--- src/rtl/branch_predict_resolve_pkg.sv ---
// Shared definitions for the branch predict/resolve block.
//   - conditional-branch funct3 encodings
//   - 2-bit saturating direction-counter states and their reset value
//   - helpers: branch condition evaluation, counter next-state
package branch_predict_resolve_pkg;

   typedef enum logic [2:0] {
      F3_BEQ  = 3'b000,
      F3_BNE  = 3'b001,
      F3_BLT  = 3'b100,
      F3_BGE  = 3'b101,
      F3_BLTU = 3'b110,
      F3_BGEU = 3'b111
   } br_funct3_e;

   typedef enum logic [1:0] {
      CTR_STRONG_NT = 2'b00,
      CTR_WEAK_NT   = 2'b01,
      CTR_WEAK_T    = 2'b10,
      CTR_STRONG_T  = 2'b11
   } ctr_state_e;

   localparam ctr_state_e CTR_RESET = CTR_WEAK_NT;

   // LSB already carries the signed/unsigned less-than result for the type,
   // so the signed and unsigned variants share one rule. 010/011 never take.
   function automatic logic branch_cond(input logic [2:0] f3,
                                        input logic       zero,
                                        input logic       lsb);
      logic c;
      c = 1'b0;
      case (f3)
         F3_BEQ:           c = zero;
         F3_BNE:           c = ~zero;
         F3_BLT, F3_BLTU:  c = lsb;
         F3_BGE, F3_BGEU:  c = ~lsb;
         default:          c = 1'b0;
      endcase
      return c;
   endfunction

   function automatic ctr_state_e ctr_next(input ctr_state_e s,
                                           input logic       taken);
      ctr_state_e n;
      n = s;
      case (s)
         CTR_STRONG_NT: n = taken ? CTR_WEAK_NT  : CTR_STRONG_NT;
         CTR_WEAK_NT:   n = taken ? CTR_WEAK_T   : CTR_STRONG_NT;
         CTR_WEAK_T:    n = taken ? CTR_STRONG_T : CTR_WEAK_NT;
         CTR_STRONG_T:  n = taken ? CTR_STRONG_T : CTR_WEAK_T;
         default:       n = s;
      endcase
      return n;
   endfunction

endpackage

--- src/rtl/branch_predict_resolve_bht_table.sv ---
// bht_table: DEPTH x 2-bit saturating direction counters.
// Ports:
//   clk_i, rst_i   clock, asynchronous active-high reset (all entries -> weak-NT)
//   rd_idx_i       asynchronous read index
//   rd_state_o     counter value at rd_idx_i (pre-update value, no bypass)
//   wr_en_i        apply one saturating update on the next rising edge
//   wr_idx_i       update index
//   wr_taken_i     1 = count up, 0 = count down
module bht_table
   import branch_predict_resolve_pkg::*;
#(
   parameter int unsigned DEPTH = 64,
   localparam int unsigned IDX_W = $clog2(DEPTH)
) (
   input  logic             clk_i,
   input  logic             rst_i,
   input  logic [IDX_W-1:0] rd_idx_i,
   output logic [1:0]       rd_state_o,
   input  logic             wr_en_i,
   input  logic [IDX_W-1:0] wr_idx_i,
   input  logic             wr_taken_i
);

   ctr_state_e ctr_q [DEPTH];
   ctr_state_e wr_state_d;

   always_comb begin
      wr_state_d = ctr_next(ctr_q[wr_idx_i], wr_taken_i);
      rd_state_o = ctr_q[rd_idx_i];
   end

   always_ff @(posedge clk_i or posedge rst_i) begin
      if (rst_i) begin
         ctr_q <= '{default: CTR_RESET};
      end else if (wr_en_i) begin
         ctr_q[wr_idx_i] <= wr_state_d;
      end
   end

endmodule

--- src/rtl/branch_predict_resolve.sv ---
// branch_predict_resolve: decode-stage direction prediction from a BHT and
// execute-stage branch/jump resolution with redirect and a mispredict counter.
// Ports:
//   CLK, RST                 clock, asynchronous active-high reset
//   PCD / PredTakenD         decode lookup PC / predicted direction
//   ValidE, StallE           execute slot valid / held
//   JumpE, BranchE           unconditional jump / conditional branch
//   BranchTypeE, Zero, LSB   funct3 and ALU flags for the condition
//   PredTakenE               prediction carried with the execute instruction
//   PCE, PCTargetE, PCPlus4E execute PC, taken target, fall-through
//   RedirectE, RedirectPCE   restart fetch at RedirectPCE (combinational)
//   ClrStat, MispredCnt      clear / saturating redirect count
module branch_predict_resolve
   import branch_predict_resolve_pkg::*;
#(
   parameter int unsigned XLEN       = 32,
   parameter int unsigned BHT_DEPTH  = 64,
   parameter int unsigned PREDICT_EN = 1
) (
   input  logic            CLK,
   input  logic            RST,
   input  logic [XLEN-1:0] PCD,
   output logic            PredTakenD,
   input  logic            ValidE,
   input  logic            StallE,
   input  logic            JumpE,
   input  logic            BranchE,
   input  logic [2:0]      BranchTypeE,
   input  logic            Zero,
   input  logic            LSB,
   input  logic            PredTakenE,
   input  logic [XLEN-1:0] PCE,
   input  logic [XLEN-1:0] PCTargetE,
   input  logic [XLEN-1:0] PCPlus4E,
   output logic            RedirectE,
   output logic [XLEN-1:0] RedirectPCE,
   input  logic            ClrStat,
   output logic [15:0]     MispredCnt
);

   localparam int unsigned IDX_W = $clog2(BHT_DEPTH);

   logic        active;
   logic        cond;
   logic        actual_taken;
   logic        mispredict;
   logic [15:0] cnt_q, cnt_d;
   logic        unused_pc;

   // Only the index bits of the PCs reach the table.
   assign unused_pc = ^{PCD, PCE};

   always_comb begin
      active       = ValidE & ~StallE;
      cond         = branch_cond(BranchTypeE, Zero, LSB);
      actual_taken = active & ((BranchE & cond) | JumpE);
      mispredict   = active & BranchE & (actual_taken != PredTakenE);
      RedirectE    = (active & JumpE) | mispredict;
      RedirectPCE  = actual_taken ? PCTargetE : PCPlus4E;
   end

   if (PREDICT_EN != 0) begin : g_bht
      logic [1:0] rd_state;
      logic       wr_en;

      // A jump with BranchE also set is treated as a jump: no training.
      assign wr_en = active & BranchE & ~JumpE;

      bht_table #(
         .DEPTH (BHT_DEPTH)
      ) u_bht (
         .clk_i      (CLK),
         .rst_i      (RST),
         .rd_idx_i   (PCD[IDX_W+1:2]),
         .rd_state_o (rd_state),
         .wr_en_i    (wr_en),
         .wr_idx_i   (PCE[IDX_W+1:2]),
         .wr_taken_i (actual_taken)
      );

      assign PredTakenD = rd_state[1];
   end else begin : g_static
      assign PredTakenD = 1'b0;
   end

   always_comb begin
      cnt_d = cnt_q;
      if (ClrStat) begin
         cnt_d = '0;
      end else if (RedirectE && (cnt_q != '1)) begin
         cnt_d = cnt_q + 16'd1;
      end
   end

   always_ff @(posedge CLK or posedge RST) begin
      if (RST) begin
         cnt_q <= '0;
      end else begin
         cnt_q <= cnt_d;
      end
   end

   assign MispredCnt = cnt_q;

endmodule

--- config.mk ---
export PLATFORM = sky130hd
export DESIGN_NAME = branch_predict_resolve
export DESIGN_NICKNAME = d
export VERILOG_FILES = /design/src/rtl/branch_predict_resolve_pkg.sv /design/src/rtl/branch_predict_resolve_bht_table.sv /design/src/rtl/branch_predict_resolve.sv
export SDC_FILE = /design/constraint.sdc
export NUM_CORES = 1
export LEC_CHECK = 0
export CORE_MARGIN = 10
export CORE_UTILIZATION = 50
export CTS_CLUSTER_DIAMETER = 50
export DETAILED_ROUTE_END_ITERATION = 8
export PLACE_DENSITY = 0.79
export SYNTH_ARGS = -nofsm -noshare
export SYNTH_HDL_FRONTEND = slang
export SYNTH_SLANG_ARGS = --single-unit
--- constraint.sdc ---
create_clock -name CLK -period 6 [get_ports CLK]
set_input_delay 1.2 -clock CLK [delete_from_list [all_inputs] [get_ports CLK]]
set_output_delay 1.2 -clock CLK [all_outputs]
set_load 0.01 [all_outputs]
# Word level (Yosys, flattened, before mapping)
# Cells that the tools add are included.
[classes]
n_mux = 18
n_bitwise = 15
n_mul = 0
n_div = 0
n_reduce_logical = 7
n_addsub = 1
shift = 0
n_eq_ne = 10
n_lt_le_gt_ge = 3
[ops]
columns = ["cell", "count"]
rows = [
  ["128-bit bitwise mux", 1],
  ["16-bit 2-to-1 mux", 2],
  ["32-bit 2-to-1 mux", 1],
  ["2-bit binary-select mux with 6-bit select", 2],
  ["16-bit by 1-bit adder with 16-bit output (second input constant)", 1],
  ["16-bit inequality test (second input constant)", 1],
  ["7-bit greater-or-equal comparator (second input constant)", 2],
  ["2-bit 2-to-1 mux", 7],
  ["6-bit NOT with 7-bit output", 2],
  ["2-bit demux with 6-bit select", 1],
  ["3-bit equality test (second input constant)", 4],
  ["2-bit case mux with 4 select lines", 1],
  ["1-bit AND", 7],
  ["7-bit by 1-bit < comparator with 1-bit output (second input constant)", 1],
  ["2-bit equality test (second input constant)", 2],
  ["1-bit NOT", 4],
  ["1-bit case mux with 4 select lines", 1],
  ["2-bit OR reduction", 2],
  ["3-bit by 1-bit equality test with 1-bit output (second input constant)", 1],
  ["3-bit zero test", 1],
  ["2-bit by 1-bit equality test with 1-bit output (second input constant)", 1],
  ["1-bit logical AND", 2],
  ["2-bit zero test", 1],
  ["1-bit 2-to-1 mux", 2],
  ["other kinds (3)", 4],
]
[totals]
out_inout_bits = 50
mem_bits_rw = 0
rom_bits = 0
mem_count = 0
latch_bits = 0
in_bits = 141
regBits = 144
word_cells = 119

# Longest topological paths before layout
[depth]
word_depth = 12
mapped_depth = 12
depth_no_buf = 7

# Hierarchy
# Synthesis repeated with hierarchy kept, for this count alone.
[hier_totals]
hier_cells = 851
hier_area_um2 = 8595.7
[by_module_without_submodules]
columns = ["module", "area_each_um2", "seq_area_each_um2", "n_inst", "cells_per_inst"]
rows = [
  ["bht_table", 7160.6, 3283.1, 1, 693],
  ["branch_predict_resolve", 1435.1, 400.4, 1, 158],
]

# Worst setup path before layout
# Ideal clock, no wire load.
[synth_path]
path_type = "input to output"
startpoint = "input PCD[2]"
endpoint = "output PredTakenD"
stages = 5
t_arrival_ps = 3640
path_buffers = 2
path_slack_ps = 1160
required_time_ps = 4800
cell_sequence = "clkbuf_1 -> buf_1 -> mux4_2 -> mux4_2 -> mux4_2"
[synth_between]
elab_chain_len = 4
[synth_rtl]
columns = ["item", "line_no", "source"]
rows = [
  ["start, declared", "branch_predict_resolve.sv:22", "input logic [XLEN-1:0] PCD,"],
  ["6-bit NOT with 7-bit output (not written as such)", "branch_predict_resolve_bht_table.sv:29", "rd_state_o = ctr_q[rd_idx_i];"],
  ["2-bit binary-select mux with 6-bit select", "branch_predict_resolve_bht_table.sv:29", ""],
  ["2-bit 2-to-1 mux (not written as such) (2 in a row)", "branch_predict_resolve_bht_table.sv:29", ""],
  ["end, declared", "branch_predict_resolve.sv:23", "output logic PredTakenD,"],
]
# No other way between the ends. The select of a mux whose other input is x is not followed.

# Worst setup path after layout
# Same ends and word-level chain as after synthesis.

==> impl_results.md <==
* Fin. Hold Viols at 0
* Detail Route Antenna Nets at 0
* Slew margin rel. at 24.2%
* Status: completed
* CTS HTree Levels at 4
* Nets at 1267
* Post-CTS setup buffer count at 0
* YS warnings at 0
* Core area at 17200 um2
* Post-DP Area at 10200 um2
* Fin cells at 1363
* Ant diodes at 0
* Crit path launch: PCD[2]
* Die Ht at 152 um
* Final period util at 88.4%
* Skew final at 0.00827 ns
* Hold WC Path Type: flop to flop
* RSZ-0062 raised after global routing: false
* Commonest non-fill, non-tap cell in the layout: nand2_1
* DRT Wirelength at 29.7 mm
* Clock buffer count from CTS at 17
* Compound-gate portion of the synthesized area at 13.3%
* Unique cell type count in the Yosys netlist at 55
* Grt total ovfl at 0
* Share of post-route cells with drive strength above 1 at 17.5%
* Avg Inst Size Synth at 8.57 um2
* Largest cells by area after synthesis: dfrtp_1 23%, dfstp_2 19%, nand2_1 9.3%
* Critical path, cell by cell: clkdlybuf4s50_1 -> buf_4 -> mux4_2 -> mux4_2 -> mux4_2 -> clkdlybuf4s50_1
* Most frequent CP cell: mux4_2
* Root buffer cell: clkbuf_16
* Worst setup SP type: input pin
* DRT iter0 DRCs at 1051
* Placed Cells at 1331
* Most frequent cells in the layout: 217 x nand2_1, 207 x nor2_1, 135 x clkdlybuf4s50_1
* Hold Path Origin: g_bht.u_bht.ctr_q[70]
* Layout fillers at 1458
* Leak pwr at 4.20 nW
* PortBufs at 138
* Mapped Area at 8720 um2
* Area growth, synth to finish at 24.0%
* WS Path Type: input pin to output port
* Synth top area share at 23.0%
* Crit-path max cell delay at 0.58 ns
* CTS resizes at 0
* Drc violations at 0
* Final worst slack at 0.695 ns
* Cell row count at 48
* Finished Cell Area at 10800 um2
* Final Wtd Congestion at 0.952
* Worst r2r src: g_bht.u_bht.ctr_q[98]
* Final Setup Violations at 0
* Setup slack after placement at 0.700 ns
* I/O pin total at 191
* Largest net degree at the start of global routing at 106
* Minimum clock period at 5.30 ns
* Main combinational cell family by area after synthesis: simple AND/OR/NAND/NOR gates
* Post-detail-place hpwl at 20.1 mm
* Global-route usage over all layers at 25.5%
* DR vias/cell at 6.13
* DR WL/cell at 21.8 um
* Antenna violations before repair at 0
* Top_reg_cell synth: dfrtp_1
* Width of the chip at 152 um
* Area leader, netlist: dfrtp_1
* Crit-path slowest cell: mux4_2
* Core Util, Final at 62.9%
* Final Max Tran Viols at 0
* #FFs+latches synth at 144
* Max_cap viols at 0
* Xor/xnor share of the synthesized area at 0.904%
* Async set-reset flop share out of synthesis at 100%
* Pwr Total at 2.47 mW
* Seq/Total Area, Yosys at 42.3%
* Worst setup EP type: output port
* Total number of vias at 8357
* Clock-pin slew on the worst setup and hold paths at 0.06 ns
* Post-synthesis simple-gate area fraction at 22.9%
* Area taken by multi-input logic gates at 4720 um2
* Total clock sinks at 144
* Mux cell area share after synthesis at 16.5%
* Crit-path max FO at 16
* CTS tree: built
* Power density cells at 228 nW/um2
* TritonRoute pass-1 iters at 5
* CP required at 4.80 ns
* Clock buffer depth at 2
* Fmax at 189 MHz
* Syn_nets at 1159
* Post-synthesis adder-cell area fraction at 0.144%
* First-pass GRT wire length at 47.5 mm
* Setup tns final at 0 ns
* Worst-Skew Late Latency at 0.44 ns
* Worst hold margin at 0.457 ns
* Die ar. at 23100 um2
* Vias in the first global route at 8705
* Area occupied by registers at 3680 um2
* EDFF count, synth at 0
* Initial Util at 50.8%
* Max VDD drop at 0.000221 V
* Slew @ Worst Pin at 1.13 ns
* Cells after synthesis at 1017
* CTS Hold Bufs at 0
* Arr. time, crit path at 4.10 ns
-- flip-flops by register name, indices dropped and copies added (netlist names) --
signal and count:
g_bht.u_bht.ctr_q 128, MispredCnt 16
-- where the power goes --
| group | leakage (nW) | switching (mW) | internal, mW |
|---|---|---|---|
| clock | 0.285 | 0.416 | 0.654 |
| sequential | 1.77 | 0.0243 | 1.01 |
| combinational | 2.15 | 0.199 | 0.165 |
| total | 4.20 | 0.640 | 1.83 |
-- worst max-delay path, delay by kind of cell --
kind / cells / cell delay, ns
muxes: 3 / 1.60
buffers and inverters: 3 / 1.30
-- area by class of cell --
| cell class | count | share of cell area, % |
|---|---|---|
| multi-input combinational | 799 | 43.7 |
| sequential | 144 | 34.1 |
| timing repair buffer | 154 | 13.8 |
| clock buffer | 23 | 4.51 |
| tap | 225 | 2.60 |
| clock inverter | 9 | 0.984 |
| inverter | 9 | 0.359 |
-- synth_stat cells, drive strengths merged (5+ instances only) --
master	number
mux2i	19
mux2	39
xnor2	5
mux4	36
nand2	217
nor4	5
clkbuf	26
o21ai	76
dfstp	64
dfrtp	80
inv	8
nand3	18
nor3	11
or3	8
nor2	208
buf	39
and3	5
a221oi	8
a21oi	84
-- cells by family (layout without fill, tap and decap cells) --
family,Yosys count,after routing
simple gates,492,492
mux,94,94
compound gates,203,203
fa+ha+maj,1,1
flops,144,144
xor+xnor,9,9
buf+inv,74,195
-- per-layer routing --
layer  wire, um  part of all wire (%)  track usage [%]  vias up
met5          0                     0                0        -
met4       1550                   5.2             14.8        0
met3       3790                    13             9.34      121
met2      13500                    45             39.3      567
met1      10900                    37             29.9     3940
li1           -                     -                -     3729
-- path summary, 6_finish.rpt --
path | depth (start not counted) | endpoint | slack (ns)
max | 6 | PredTakenD | 0.70
min in group asynchronous | 2 | MispredCnt[5] | 1.34
max in group asynchronous | 3 | g_bht.u_bht.ctr_q[86] | 3.54
min | 2 | g_bht.u_bht.ctr_q[70] | 0.46
max reg2reg | 8 | g_bht.u_bht.ctr_q[51] | 2.60
min reg2reg | 2 | g_bht.u_bht.ctr_q[70] | 0.46
(Power assumes the default switching activity.)
